==> config.mk <==
export PLATFORM = sky130hd
export DESIGN_NAME = ocupacion_estacionamiento
export DESIGN_NICKNAME = d
export VERILOG_FILES = /design/src/rtl/ocupacion_pkg.sv /design/src/rtl/sincronizador.sv /design/src/rtl/ocupacion_estacionamiento.sv
export SDC_FILE = /design/constraint.sdc
export NUM_CORES = 1
export LEC_CHECK = 0
export BUFFER_PORTS_ARGS = -buffer_cell sky130_fd_sc_hd__buf_4
export CAP_MARGIN = 10
export CORE_ASPECT_RATIO = 1.1
export CORE_MARGIN = 5
export CORE_UTILIZATION = 53
export DETAILED_ROUTE_END_ITERATION = 8
export PLACE_DENSITY = 0.76
export RECOVER_POWER = 50
export SLEW_MARGIN = 25
export SYNTH_ARGS = -nofsm -noshare
export SYNTH_HDL_FRONTEND = slang
export SYNTH_SLANG_ARGS = --single-unit
==> constraint.sdc <==
create_clock -name clk -period 2.52 [get_ports clk]
set_clock_uncertainty 0.2 [all_clocks]
set_input_delay 0.126 -clock clk [delete_from_list [all_inputs] [get_ports clk]]
set_output_delay 0.126 -clock clk [all_outputs]
set_load 0.005 [all_outputs]
==> src/rtl/ocupacion_pkg.sv <==
// Shared encodings for the parking-occupancy counter: FSM states and sensor-pair codes {a,b}.
package ocupacion_pkg;

    typedef enum logic [2:0] {
        IDLE   = 3'd0,
        ENT_A  = 3'd1,
        ENT_AB = 3'd2,
        ENT_B  = 3'd3,
        SAL_B  = 3'd4,
        SAL_AB = 3'd5,
        SAL_A  = 3'd6,
        ESPERA = 3'd7
    } estado_t;

    localparam logic [1:0] S_NINGUNO = 2'b00;
    localparam logic [1:0] S_A       = 2'b10;
    localparam logic [1:0] S_AB      = 2'b11;
    localparam logic [1:0] S_B       = 2'b01;

endpackage

==> src/rtl/sincronizador.sv <==
// Multi-flop synchroniser for one asynchronous sensor bit; latency SYNC_STAGES edges, no backpressure.
module sincronizador #(
    parameter int SYNC_STAGES = 2
) (
    input  logic clk,
    input  logic rst,
    input  logic i_dat,
    output logic o_dat
);

    logic [SYNC_STAGES-1:0] r_cadena;

    always_ff @(posedge clk or posedge rst) begin
        if (rst) r_cadena <= '0;
        else     r_cadena <= {r_cadena[SYNC_STAGES-2:0], i_dat};
    end

    assign o_dat = r_cadena[SYNC_STAGES-1];

endmodule

==> src/rtl/ocupacion_estacionamiento.sv <==
// Two-beam direction FSM driving a saturating occupancy counter with status flags.
// Commit lands SYNC_STAGES+1 edges after the raw final 00; flags decode the count with no extra delay.
module ocupacion_estacionamiento
    import ocupacion_pkg::*;
#(
    parameter int CAPACIDAD   = 7,
    parameter int W           = $clog2(CAPACIDAD + 1),
    parameter int UMBRAL      = CAPACIDAD - 1,
    parameter int SYNC_STAGES = 2
) (
    input  logic         clk,
    input  logic         rst,
    input  logic         sensor_a,
    input  logic         sensor_b,
    input  logic         borrar,
    output logic [W-1:0] autos,
    output logic         evt_entrada,
    output logic         evt_salida,
    output logic         lleno,
    output logic         vacio,
    output logic         casi_lleno,
    output logic         err_lleno,
    output logic         err_vacio
);

    localparam logic [W-1:0] CAP_W    = W'(CAPACIDAD);
    localparam logic [W-1:0] UMBRAL_W = W'(UMBRAL);

    logic         w_a, w_b;
    logic [1:0]   w_par;
    estado_t      r_estado, w_sig;
    logic         w_ent, w_sal;
    logic [W-1:0] r_autos;
    logic         r_evt_ent, r_evt_sal, r_err_lleno, r_err_vacio;

    sincronizador #(.SYNC_STAGES(SYNC_STAGES)) u_sinc_a (
        .clk(clk), .rst(rst), .i_dat(sensor_a), .o_dat(w_a)
    );
    sincronizador #(.SYNC_STAGES(SYNC_STAGES)) u_sinc_b (
        .clk(clk), .rst(rst), .i_dat(sensor_b), .o_dat(w_b)
    );

    assign w_par = {w_a, w_b};

    always_ff @(posedge clk or posedge rst) begin
        if (rst) r_estado <= IDLE;
        else     r_estado <= w_sig;
    end

    // 00 always returns to IDLE; only the final stage of each direction commits.
    always_comb begin
        w_sig = r_estado;
        w_ent = 1'b0;
        w_sal = 1'b0;
        if (w_par == S_NINGUNO) begin
            w_sig = IDLE;
            w_ent = (r_estado == ENT_B);
            w_sal = (r_estado == SAL_A);
        end else begin
            case (r_estado)
                IDLE:    w_sig = (w_par == S_A) ? ENT_A : (w_par == S_B) ? SAL_B : ESPERA;
                ENT_A:   w_sig = (w_par == S_A) ? ENT_A : (w_par == S_AB) ? ENT_AB : ESPERA;
                ENT_AB:  w_sig = (w_par == S_AB) ? ENT_AB : (w_par == S_B) ? ENT_B : ENT_A;
                ENT_B:   w_sig = (w_par == S_B) ? ENT_B : (w_par == S_AB) ? ENT_AB : ESPERA;
                SAL_B:   w_sig = (w_par == S_B) ? SAL_B : (w_par == S_AB) ? SAL_AB : ESPERA;
                SAL_AB:  w_sig = (w_par == S_AB) ? SAL_AB : (w_par == S_A) ? SAL_A : SAL_B;
                SAL_A:   w_sig = (w_par == S_A) ? SAL_A : (w_par == S_AB) ? SAL_AB : ESPERA;
                default: w_sig = ESPERA;
            endcase
        end
    end

    always_ff @(posedge clk or posedge rst) begin
        if (rst) begin
            r_autos     <= '0;
            r_evt_ent   <= 1'b0;
            r_evt_sal   <= 1'b0;
            r_err_lleno <= 1'b0;
            r_err_vacio <= 1'b0;
        end else begin
            r_evt_ent <= w_ent;
            r_evt_sal <= w_sal;
            // Clearing outranks a simultaneous commit; the pulse still reports the car.
            if (borrar) begin
                r_autos     <= '0;
                r_err_lleno <= 1'b0;
                r_err_vacio <= 1'b0;
            end else if (w_ent) begin
                if (r_autos < CAP_W) r_autos <= r_autos + 1'b1;
                else                 r_err_lleno <= 1'b1;
            end else if (w_sal) begin
                if (r_autos != '0) r_autos <= r_autos - 1'b1;
                else               r_err_vacio <= 1'b1;
            end
        end
    end

    assign autos       = r_autos;
    assign evt_entrada = r_evt_ent;
    assign evt_salida  = r_evt_sal;
    assign err_lleno   = r_err_lleno;
    assign err_vacio   = r_err_vacio;
    assign lleno       = (r_autos == CAP_W);
    assign vacio       = (r_autos == '0);
    assign casi_lleno  = (r_autos >= UMBRAL_W);

endmodule

==> flow_summary.ini <==
[synth]
ys_ff_latch = 14
synth_top_area_share_pct = 41.8
synth-seq-area-share_pct = 41.8
synth_area_leaders = dfrtp_1, ha_1, nor2_1
syn-cell-area_um2 = 838
synth_top_area_cell = dfrtp_1
syn_avg_cell_area_um2 = 10.5
synth.distinct_cells = 38
syn_inst = 80
syn_nets = 92
ys.warnings.count = 0

[critical_path]
crit_path_max_fanout = 9
slowest_delay_ns = 0.43
cp.arrival_ns = 2.35
crit_required_ns = 2.50
start_kind = register
critical-path-top-delay-family = adder cells
path_buf_inv = 2
crit_type = reg2reg
cp_slowest_cell = dfrtp_1
cp-end-kind = register
crit_chain = inv_1 -> ha_2 -> nand4b_4 -> inv_4 -> fa_1 -> nor2b_1 -> mux2_2 -> a211oi_1

[route]
routed_wl_um = 1660
drc = 0
drt-pass1-iter-count = 4
antenna_left = 0
vias = 663
drt_iter0_drc = 14
avgRoutedWirePerCell_um = 14.6
via_per_inst = 5.82

[run]
maxCapViolCount = 0

[sta]
tightest_slew_ns = 0.525
timing.fmax_mhz = 423
min_period_ns = 2.37
setup_viol = 0
rsz0062_at_grt = no
timing.final.crit_share_pct = 93.9
hold_viol = 0
slew_viol_final = 0
max-slew-margin-rel_pct = 64.9
finalSetupTns_ns = 0

[clock_network]
cts_root_buf = clkbuf_4
cts_setup_buffers = 0
htree_num_levels = 1
clkSinkCount = 14
clk_pin_slew_ns = 0.08
insertion_delay_ns = 0.27
cts_tree = yes
cts_made_buffers = 3
clockBufferDepth = 2

[place]
placed_cells = 107
place.gp.congestion = 0.794
dpl.hpwl_um = 1160
portBuffers = 14

[power_and_ir_drop]
p_per_area_mw_per_mm2 = 589
leakage_nw = 0.476
ir_drop_uv = 395

[die]
start_util_pct = 54.5
die_w_um = 47.9
die_h_um = 51.7
fp.coreArea_mm2 = 0.00154
fp-row-count = 15
die_area_mm2 = 0.00248
ios = 15

[global_route]
antenna_found_initial = 0
grt-ovfl-total = 0
grt_pass1_vias = 637
grt_max_degree = 15
grt_pass1_wl_um = 2940
grt_usage_pct = 16.7

[final_layout]
syn2layout_area_growth_pct = 18.7
mostFrequentLayoutCells = dfrtp_1, buf_4, nor2_1, clkbuf_4
final_common_cell = dfrtp_1
fin_cells = 114
num-fill-cells = 131
layout-drive-gt1-share_pct = 23.7
nNetsFinal = 111
diodes = 0

[hold_path]
hold_class = reg2reg

[run_status]
status = complete, no violations
## registers in the layout (all words and copies together) (netlist names)
register           flops
u_sinc_b.r_cadena      2
err_vacio              1
err_lleno              1
evt_salida             1
autos                  3
evt_entrada            1
u_sinc_a.r_cadena      2
r_estado               3
## synth_stat cells, drive strengths merged
library cell   n
nand3b         2
nor2b          3
and3           2
a21o           2
nor3b          2
or4b           1
nor3           2
nor2           7
a221oi         1
or3            1
fa             1
nand4b         2
or2            1
and2           2
a31oi          2
a21oi          4
o311ai         1
or2b           1
o31ai          1
a32oi          2
o21ai          1
o211ai         1
or4            1
a211oi         2
mux2           1
dfrtp         14
inv            7
nand3          1
nand2b         1
a311oi         1
ha             6
buf            4
## what timing repair did
item	CTS	global route
gates resized for setup	0	1
hold endpoints to repair	21	0
endpoints found under the setup margin	0	1
hold buffers	4	0
## kinds of logic (layout without fill, tap and decap cells)
kind of cell             count (synthesis)  count (layout)  synth area share (%)
AND/OR/NAND/NOR                         29              29                  22.8
multiplexers                             1               1                  1.34
AO/OA/AOI/OAI                           18              18                  15.1
adder cells (fa/ha/maj)                  7               7                  11.3
flip-flops                              14              14                  41.8
buffers and inverters                   11              28                  7.61
## routing by layer
metal | global-route usage (%) | routed length (µm) | part of all wire [%]
met5 | 0 | 0 | 0
met4 | 6.28 | 38 | 2.3
met3 | 3.81 | 60 | 3.6
met2 | 25.8 | 844 | 51
met1 | 22.1 | 718 | 43
## metrics by stage
stage	hold slack [ns]	worst slack [ns]	total power, mW	utilization (%)	area, µm²
after floorplan	-0.185	0.288	0.459	-	838
after global placement	-0.00819	0.185	0.461	60.4	930
after detailed placement	0.00202	0.144	0.465	60.4	930
after CTS	0.167	0.100	0.592	64.5	992
after global routing	0.186	0.0270	0.628	64.6	995
final	0.161	0.154	0.586	64.6	995
## path summary, 6_finish.rpt
path                                           startpoint                             end  slack, ns  cells past startpoint
min reg2reg                u_sinc_a.r_cadena[0]$_DFF_PP0_  u_sinc_a.r_cadena[1]$_DFF_PP0_       0.16                      0
max                        u_sinc_a.r_cadena[1]$_DFF_PP0_            autos[1]$_DFFE_PP0P_       0.15                      8
min                        u_sinc_a.r_cadena[0]$_DFF_PP0_  u_sinc_a.r_cadena[1]$_DFF_PP0_       0.16                      0
min in group asynchronous                             rst           err_vacio$_DFFE_PP0P_       0.26                      3
max in group asynchronous                             rst           r_estado[0]$_DFF_PP0_       1.51                      3
max reg2reg                u_sinc_a.r_cadena[1]$_DFF_PP0_            autos[1]$_DFFE_PP0P_       0.15                      8
## layout make-up
type	count	area [µm²]	area share, %
multi-input cells	55	427	42.9
repair buffers	18	145	14.6
clock buffers	3	22.5	2.26
flip-flops and latches	14	350	35.2
well taps	17	21.3	2.14
inverters	7	28.8	2.89
## report_power, final
part           switching [mW]  leakage (nW)  total (mW)  internal (mW)
registers              0.0638         0.179       0.317          0.254
clock network          0.0677        0.0138       0.123         0.0553
logic                  0.0611         0.283       0.145         0.0844
## worst reg2reg max path: stages (launching register included)
cell	delay (ns)
dfrtp_1	0.43
inv_1	0.11
ha_2	0.24
nand4b_4	0.14
inv_4	0.13
fa_1	0.43
nor2b_1	0.14
mux2_2	0.27
a211oi_1	0.19
(Power assumes the default switching activity.)
